<file path="src/rtl/fir_serial_sched.sv">
// Serial symmetric FIR: one shared pre-add/multiply per cycle over HALF pairs.
// Define FIR_SKID_EN to add a one-entry input skid register.
module fir_serial_sched #(
   parameter int DW   = 12,
   parameter int CW   = 12,
   parameter int TAPS = 16,
   parameter int OW   = 29
) (
   input  logic                        clk,
   input  logic                        rst,
   input  logic                        xin_en,
   input  logic [DW-1:0]               xin,
   output logic                        xin_ready,
   input  logic                        cfg_we,
   input  logic [$clog2(TAPS/2)-1:0]   cfg_addr,
   input  logic [CW-1:0]               cfg_data,
   output logic                        cfg_err,
   output logic                        busy,
   output logic                        overrun,
   output logic                        yout_valid,
   output logic [OW-1:0]               yout
);
   localparam int HALF = TAPS / 2;
   localparam int AW   = $clog2(HALF);
   localparam int PW   = $clog2(TAPS);
   localparam int SW   = DW + 1;
   localparam int MW   = SW + CW;

   typedef enum logic [1:0] {S_IDLE, S_RUN, S_DRAIN, S_DONE} state_t;

   function automatic logic [CW-1:0] f_coe_init(input int i);
      case (i)
         0:       return CW'(11);
         1:       return CW'(31);
         2:       return CW'(63);
         3:       return CW'(104);
         4:       return CW'(152);
         5:       return CW'(198);
         6:       return CW'(235);
         7:       return CW'(255);
         default: return '0;
      endcase
   endfunction

   state_t          r_state, w_next;
   logic [DW-1:0]   r_buf [TAPS];
   logic [CW-1:0]   r_coe [HALF];
   logic [PW-1:0]   r_wp, r_base;
   logic [AW-1:0]   r_k;
   logic            r_dcnt;
   logic [SW-1:0]   r_p;
   logic [CW-1:0]   r_c;
   logic [MW-1:0]   r_m;
   logic            r_pv, r_mv;
   logic [OW-1:0]   r_acc, r_yout;
   logic            r_yv, r_ovr, r_cerr;

   logic            w_open, w_launch, w_ready, w_drop;
   logic [DW-1:0]   w_ldata;
   logic [PW-1:0]   w_ia, w_ib;
   logic [SW-1:0]   w_psum;
   logic [MW-1:0]   w_prod;

   assign w_open = (r_state == S_IDLE) || (r_state == S_DONE);

`ifdef FIR_SKID_EN
   logic            r_skid_full;
   logic [DW-1:0]   r_skid;

   assign w_launch = w_open && (r_skid_full || xin_en);
   assign w_ldata  = r_skid_full ? r_skid : xin;
   assign w_ready  = w_open || !r_skid_full;
   assign w_drop   = xin_en && r_skid_full && (r_state != S_DONE);

   // A held sample always launches before a newly arriving one.
   always_ff @(posedge clk) begin
      if (rst) begin
         r_skid_full <= 1'b0;
         r_skid      <= '0;
      end else if (w_open) begin
         if (r_skid_full) begin
            r_skid_full <= xin_en;
            if (xin_en) r_skid <= xin;
         end
      end else if (xin_en && !r_skid_full) begin
         r_skid      <= xin;
         r_skid_full <= 1'b1;
      end
   end
`else
   assign w_launch = xin_en && w_open;
   assign w_ldata  = xin;
   assign w_ready  = w_open;
   assign w_drop   = xin_en && !w_open;
`endif

   // Pair k folds the k-th newest sample with its mirror tap.
   assign w_ia   = r_base - PW'(r_k);
   assign w_ib   = r_base + PW'(r_k) + PW'(1);
   assign w_psum = {1'b0, r_buf[w_ia]} + {1'b0, r_buf[w_ib]};
   assign w_prod = {{CW{1'b0}}, r_p} * {{SW{1'b0}}, r_c};

   always_comb begin
      w_next = r_state;
      unique case (r_state)
         S_IDLE:  if (w_launch) w_next = S_RUN;
         S_RUN:   if (r_k == AW'(HALF - 1)) w_next = S_DRAIN;
         S_DRAIN: if (r_dcnt) w_next = S_DONE;
         S_DONE:  w_next = w_launch ? S_RUN : S_IDLE;
         default: w_next = S_IDLE;
      endcase
   end

   always_ff @(posedge clk) begin
      if (rst) begin
         r_state <= S_IDLE;
         for (int i = 0; i < TAPS; i++) r_buf[i] <= '0;
         for (int i = 0; i < HALF; i++) r_coe[i] <= f_coe_init(i);
         r_wp    <= '0;
         r_base  <= '0;
         r_k     <= '0;
         r_dcnt  <= 1'b0;
         r_p     <= '0;
         r_c     <= '0;
         r_m     <= '0;
         r_pv    <= 1'b0;
         r_mv    <= 1'b0;
         r_acc   <= '0;
         r_yout  <= '0;
         r_yv    <= 1'b0;
         r_ovr   <= 1'b0;
         r_cerr  <= 1'b0;
      end else begin
         r_state <= w_next;
         r_ovr   <= w_drop;
         r_cerr  <= cfg_we && (r_state != S_IDLE);
         if (cfg_we && (r_state == S_IDLE)) r_coe[cfg_addr] <= cfg_data;
         if (w_launch) begin
            r_buf[r_wp] <= w_ldata;
            r_base      <= r_wp;
            r_wp        <= r_wp + PW'(1);
            r_acc       <= '0;
            r_k         <= '0;
         end else begin
            if (r_state == S_RUN) r_k <= r_k + AW'(1);
            if (r_mv) r_acc <= r_acc + OW'(r_m);
         end
         r_dcnt <= (r_state == S_DRAIN) ? !r_dcnt : 1'b0;
         r_pv   <= (r_state == S_RUN);
         r_mv   <= r_pv;
         if (r_state == S_RUN) begin
            r_p <= w_psum;
            r_c <= r_coe[r_k];
         end
         if (r_pv) r_m <= w_prod;
         r_yv <= (r_state == S_DONE);
         if (r_state == S_DONE) r_yout <= r_acc;
      end
   end

   assign xin_ready  = w_ready;
   assign busy       = (r_state != S_IDLE);
   assign overrun    = r_ovr;
   assign cfg_err    = r_cerr;
   assign yout_valid = r_yv;
   assign yout       = r_yout;
endmodule

</file>
<file path="config.mk">
export PLATFORM = sky130hd
export DESIGN_NAME = fir_serial_sched
export DESIGN_NICKNAME = d
export VERILOG_FILES = /design/src/rtl/fir_serial_sched.sv
export SDC_FILE = /design/constraint.sdc
export NUM_CORES = 1
export LEC_CHECK = 0
export BUFFER_PORTS_ARGS = -buffer_cell sky130_fd_sc_hd__buf_2
export CAP_MARGIN = 20
export CORE_MARGIN = 5
export CORE_UTILIZATION = 35
export DETAILED_ROUTE_END_ITERATION = 12
export GPL_TIMING_DRIVEN = 0
export MAX_ROUTING_LAYER = met4
export PLACE_DENSITY = 0.57
export RECOVER_POWER = 50
export SKIP_LAST_GASP = 1
export SYNTH_ARGS = -nofsm -noshare
export SYNTH_HDL_FRONTEND = slang
export SYNTH_SLANG_ARGS = --single-unit
</file>
<file path="constraint.sdc">
create_clock -name clk -period 6.83 [get_ports clk]
set_input_delay 1.366 -clock clk [delete_from_list [all_inputs] [get_ports clk]]
set_output_delay 1.366 -clock clk [all_outputs]
set_load 0.01 [all_outputs]
</file>
# After elaboration in Yosys (flattened, before gate mapping)
# Memories as Yosys holds them, arrays and structs flattened. A register that Yosys moved wholly into a read port is not among the register bits.
# Index checks and enable logic that the tools add are counted.
classes:
  addsub: 7
  mul: 1
  n_div: 0
  magnitude_cmp: 0
  n_eq_ne: 7
  shift: 0
  n_mux: 27
  n_bitwise: 1
  reduce_logical: 14
ops:
  columns: ["op", "count"]
  rows:
  - ["12-bit 2-to-1 mux", 10]
  - ["29-bit by 25-bit adder with 29-bit output", 1]
  - ["13-bit by 12-bit multiplier with 25-bit output", 1]
  - ["12-bit OR reduction", 2]
  - ["12-bit by 12-bit adder with 13-bit output", 1]
  - ["1-bit 2-to-1 mux", 11]
  - ["4-bit by 1-bit adder with 4-bit output, second input constant", 2]
  - ["2-bit one-hot mux with 4 select lines", 1]
  - ["2-bit 2-to-1 mux", 3]
  - ["2-bit inequality test, second input constant", 3]
  - ["4-bit by 3-bit adder with 4-bit output", 1]
  - ["2-bit equality test, second input constant", 2]
  - ["1-bit logical AND", 4]
  - ["4-bit 2-to-1 mux", 1]
  - ["2-bit OR reduction", 2]
  - ["4-bit by 3-bit subtractor with 4-bit output", 1]
  - ["3-bit by 1-bit adder with 3-bit output, second input constant", 1]
  - ["3-bit equality test, second input constant", 1]
  - ["3-bit 2-to-1 mux", 1]
  - ["3-bit AND reduction", 1]
  - ["2-bit by 1-bit equality test with 1-bit output, second input constant", 1]
  - ["1-bit zero test", 2]
  - ["2-bit zero test", 1]
  - ["2-bit nonzero test", 1]
  - ["2 further kinds", 2]
word_totals:
  register_bits: 115
  latch_bits: 0
  mem_bits_rw: 288
  mem_bits_ro: 0
  output_inout_bits: 34
  wordCells: 73
  mem_count: 2
memory_table:
  columns: ["memory", "depth", "width", "read_ports", "rd_clocked_by_memory_dff", "wr", "line", "source"]
  rows:
  - ["r_buf", 16, 12, 2, 0, 16, "46", "logic [DW-1:0] r_buf [TAPS];"]
  - ["r_coe", 8, 12, 1, 1, 8, "47", "logic [CW-1:0] r_coe [HALF];"]

# Depth between registers and ports, before layout
logic_depth:
  ltp_word: 8
  mapped_depth: 22
  ltp_nobuf: 20

# Worst setup path before layout
# No wires, ideal clock.
synth_timing:
  kind: "reg2reg"
  start: "register r_c[3] (read register of r_coe)"
  end: "register r_m[17]"
  arrival_ns: 5.092
  required_ns: 6.686
  setup_slack_ns: 1.595
  path_stages_with_launch: 21
  synth_period_minus_slack_ns: 5.235
  cell_sequence: "dfxtp_1 clkbuf_1 nand2_1 fa_1 inv_1 fa_1 inv_1 fa_1 inv_1 fa_1 inv_1 fa_1 inv_1 ha_1 a211o_1 o21ai_0 o21a_1 o21ai_0 a31oi_1 mux2i_1 o311ai_0"
synth_via:
  elab_chain_cells: 1
synth_rtl:
  columns: ["element", "line", "source"]
  rows:
  - ["from (decl)", "52", "logic [CW-1:0] r_c;"]
  - ["13-bit by 12-bit multiplier with 25-bit output", "101", "assign w_prod = {{CW{1'b0}}, r_p} * {{SW{1'b0}}, r_c};"]
  - ["to (signal assigned)", "155", "if (r_pv) r_m <= w_prod;"]
  - ["to (decl)", "53", "logic [MW-1:0] r_m;"]
# Every way passes these cells.
# A chain may end at the register's enable or synchronous reset.

# Final worst setup path
layout_timing:
  start: "register r_k[0]"
  end: "register r_p[12]"
layout_via:
  elab_chain_cells: 4
  elab_cells_between_ends: 5
layout_rtl:
  columns: ["element", "line", "source"]
  rows:
  - ["from (decl)", "49", "logic [AW-1:0] r_k;"]
  - ["from (signal assigned)", "145", "if (r_state == S_RUN) r_k <= r_k + AW'(1);"]
  - ["4-bit by 3-bit adder with 4-bit output", "99", "assign w_ib = r_base + PW'(r_k) + PW'(1);"]
  - ["4-bit by 1-bit adder with 4-bit output", "99", null]
  - ["memory 16 x 12 bit (*)", null, null]
  - ["12-bit by 12-bit adder with 13-bit output (*)", "100", "assign w_psum = {1'b0, r_buf[w_ia]} + {1'b0, r_buf[w_ib]};"]
  - ["to (signal assigned)", "152", "r_p <= w_psum;"]
  - ["to (decl)", "51", "logic [SW-1:0] r_p;"]
# Mark *: on every way between the ends. The rest lies on a longest branch, timed or not.

==> results.yml <==
run_status:
  outcome: "finished, final reports clean"
cells_and_area:
  fill_cells: 7084
  final_core_util_pct: 39.8
  multi_input_area_um2: 13700
  drive_above_1_share_pct: 12.1
  final_cells: 3406
  seqCellArea_um2: 11200
  syn2layout_area_growth_pct: 13.3
  nets: 2656
drt:
  num_vias: 18000
  drcViolationCount: 0
  final_antenna_net_count: 0
  wl_per_cell_um: 20.9
  first_iter_violations: 1193
  vias_per_cell: 5.28
  drt-total-wl_um: 71300
  dr.pass1.iters: 5
timing:
  hold_viol_final: 0
  relSlewSlack_pct: 32.7
  worstMarginPinSlew_ns: 1.01
  final.min_clock_period_ns: 6.29
  slew_violations: 0
  fin_crit_sh_pct: 92.0
  setup_ws_ns: 0.543
  timing.fmax_mhz: 159
  fin_worst_skew_ns: 0.0448
  setup_viol: 0
  finalSetupTns_ns: 0
  grt_setup_unrepaired: "no"
pwr:
  fin_total_pwr_mw: 9.74
  p_leak_nw: 11.3
  clock_power_share_pct: 29.6
  p_sw_share_pct: 36.2
  p_seq_share_pct: 31.4
  vdd_drop_max_v: 0.000193
  p_int_mw: 6.21
  power_switching_mw: 3.52
  p_per_area_nw_per_um2: 329
  power_frac_comb_pct: 39.0
synth:
  syn-cell-area_um2: 26100
  synthSimpleGateAreaFrac_pct: 15.6
  synth_area_leader_cell: "edfxtp_1"
  seq_area_frac_synth_pct: 42.9
  synth_mux_area_share_pct: 14.3
  synth_cell_types: 64
  synth_area_per_cell_um2: 11.5
  synth_compound_area_share_pct: 6.28
  synth_top_family_by_area: "simple AND/OR/NAND/NOR gates"
  synth_edf_count: 288
  ys.flop_type: "edfxtp_1"
  synthCells: 2262
  synthArstFlopShare_pct: 0
  synth_top_area_share_pct: 33.1
  ys_warn_count: 0
  ys_seq_elements: 415
  synth_xor_area_share_pct: 1.85
  syn-num-nets: 2523
  synth_area_leaders: "edfxtp_1, mux4_2, dfxtp_1"
  synth_fa_ha_area_share_pct: 14.3
global_routing:
  grt_max_degree: 15
  overflow: 0
  track_usage_pct: 18.0
  grt_pass1_vias: 18800
  grt_pass1_wl_um: 110000
  antenna_found_initial: 1
worst_hold_path:
  min_path_cells: 2
  hold_class: "flip-flop to flip-flop"
clock_network:
  cts.path.max_buffers: 3
  postCtsSetupBuffers: 0
  htree_levels: 2
  cts_hold_buf: 0
  cts_tree: "done"
  cts_sinks: 415
  clkLatencyLatePin_ns: 0.61
  cts-root-buf: "clkbuf_16"
  cts.clk_slew.worst_paths_ns: 0.06
  numCtsBuffers: 48
floorplan:
  dieArea_um2: 80100
  ioPinCount: 65
  rows: 100
  core_area_um2: 74200
  initial_utilization_pct: 35.2
  fp.dieW_um: 283
  die_h_um: 283
place:
  finalWeightedCongestion: 0.931
  pre_cts_ws_ns: 0.384
  portBuffers: 64
  dp_cells: 3313
  hpwl_um: 54500
critical_path:
  critPathKind: "flip-flop to flip-flop"
  cp_data_required_time_ns: 7.28
  start_kind: "flip-flop"
  r2r_cells: 19
  slowest_stage: "clkbuf_1"
  cp_max_fo: 10
  cpLargestDelayFamily: "buffers and inverters"
  cp_slowest_stage_delay_ns: 0.64
  critical_path_buf_inv_count: 6
  end_kind: "flip-flop"
  crit_cells: 19
  path_cells: "buf_2 -> buf_2 -> inv_1 -> ha_1 -> inv_1 -> fa_1 -> clkbuf_1 -> clkbuf_1 -> mux4_2 -> mux4_2 -> ha_1 -> nor2b_1 -> o21ai_0 -> a21boi_0 -> o21ai_0 -> nand2b_1 -> a31o_2 -> a2111oi_0 -> a2111oi_0"
  arrival_ns: 6.73
job:
  maxCapViolCount: 0
cells in the mapped netlist, types with 3 or more instances:
cell / count
a221oi_1: 3
nand3b_1: 7
buf_1: 12
o21ai_1: 3
nand2_1: 178
nand4_1: 5
xnor2_1: 38
o31ai_1: 5
nand4b_1: 3
o21ai_0: 65
a31oi_1: 4
or3_1: 32
a211oi_1: 24
and2_1: 317
o21a_1: 12
o211ai_1: 5
nor2b_1: 25
nand3_1: 17
nor2_1: 142
a311oi_1: 13
a21o_1: 19
edfxtp_1: 288
mux4_2: 132
nand2b_1: 22
a21oi_1: 63
and3_1: 5
buf_2: 13
inv_1: 183
ha_1: 116
clkbuf_1: 115
a21boi_0: 3
mux2i_1: 76
a31o_2: 4
or2_2: 8
xor2_1: 17
dfxtp_1: 127
fa_1: 114
a211o_1: 3
nor3_1: 12
state kept, by name, indices dropped and copies added (netlist names), 2 cells and up:
| register | count |
|---|---|
| r_state | 2 |
| r_wp | 4 |
| r_k | 3 |
| r_buf | 192 |
| yout | 29 |
| r_c | 12 |
| r_acc | 29 |
| r_m | 25 |
| r_p | 13 |
| r_base | 4 |
| r_coe | 96 |
routing by layer:
layer | vias up | global-route usage, % | part of all wire [%] | wire, um
met1 | 9100 | 22.2 | 42 | 29800
met2 | 558 | 30.8 | 50 | 35700
met3 | 144 | 2.27 | 4.4 | 3140
met5 | - | - | 0 | 0
li1 | 8198 | - | - | -
met4 | 0 | 6.42 | 3.8 | 2700
path summary, 6_finish.rpt:
kind / from / to / slack [ns]
setup / recovery: r_k[0] / r_p[12] / 0.54
hold / removal: r_base[0] / r_base[0] / 0.47
setup reg to reg: r_k[0] / r_p[12] / 0.54
hold reg to reg: r_base[0] / r_base[0] / 0.47
power by group through the flow:
stage          registers (mW)  logic [mW]  clock network [mW]
6_report                 3.05        3.80                2.88
5_1_grt                  3.07        4.14                3.03
4_1_cts                  3.05        3.81                2.93
3_5_place_dp             3.10        3.79                   0
3_3_place_gp             3.10        3.74                   0
2_1_floorplan            3.01        2.63                   0
layout make-up:
type / instances / share of cell area (%)
flip-flops and latches: 415 / 37.9
multi-input cells: 1524 / 46.2
well taps: 969 / 4.10
plain buffers: 140 / 1.84
inverters: 183 / 2.32
clock buffers: 60 / 4.46
diodes: 2 / 0.0169
repair buffers: 83 / 1.56
clock inverters: 30 / 1.63
placed cells by master, fill, tap and decap left out, drive strengths merged, types with 6 or more instances in the layout:
cell type,instances
mux2i,76
xnor2,38
and2,318
xor2,17
fa,114
mux4,132
edfxtp,288
nor2b,25
or3,32
inv,186
o211ai,6
bufinv,11
o21a,12
a311oi,14
nand3b,7
nand3,17
nand2b,22
o21ai,68
a21o,19
nor3,12
a211oi,24
or2,8
nor2,142
a21oi,63
dfxtp,127
clkbuf,212
ha,116
nand2,178
clkinv,12
buf,71
repair_timing:
item | 4_1_cts | 5_1_grt
hold endpoints to repair | 0 | 0
setup endpoints to repair | 0 | 1
resized for setup | 0 | 3
kinds of logic (layout without fill, tap and decap cells):
kind of cell	count (synthesis)	in the layout
buffers and inverters	323	496
other	0	2
DFF	415	415
adders and majority gates	230	230
AOI/OAI and AO/OA	250	250
muxes	208	208
xor gates and xnor gates	55	55
and+or+nand+nor	781	781
worst min-delay path, stage by stage (launching register included):
cell	delay [ns]
dfxtp_1	0.31
nand2_1	0.05
a21oi_1	0.06
per-stage QoR:
stage	area (um2)	hold WS, ns
floorplan	26100	0.432
global placement	27600	0.451
global route	29600	0.484
CTS	29600	0.470
detailed placement	27800	0.461
finish	29600	0.468
No activity file was read; power rests on OpenSTA's default activity.
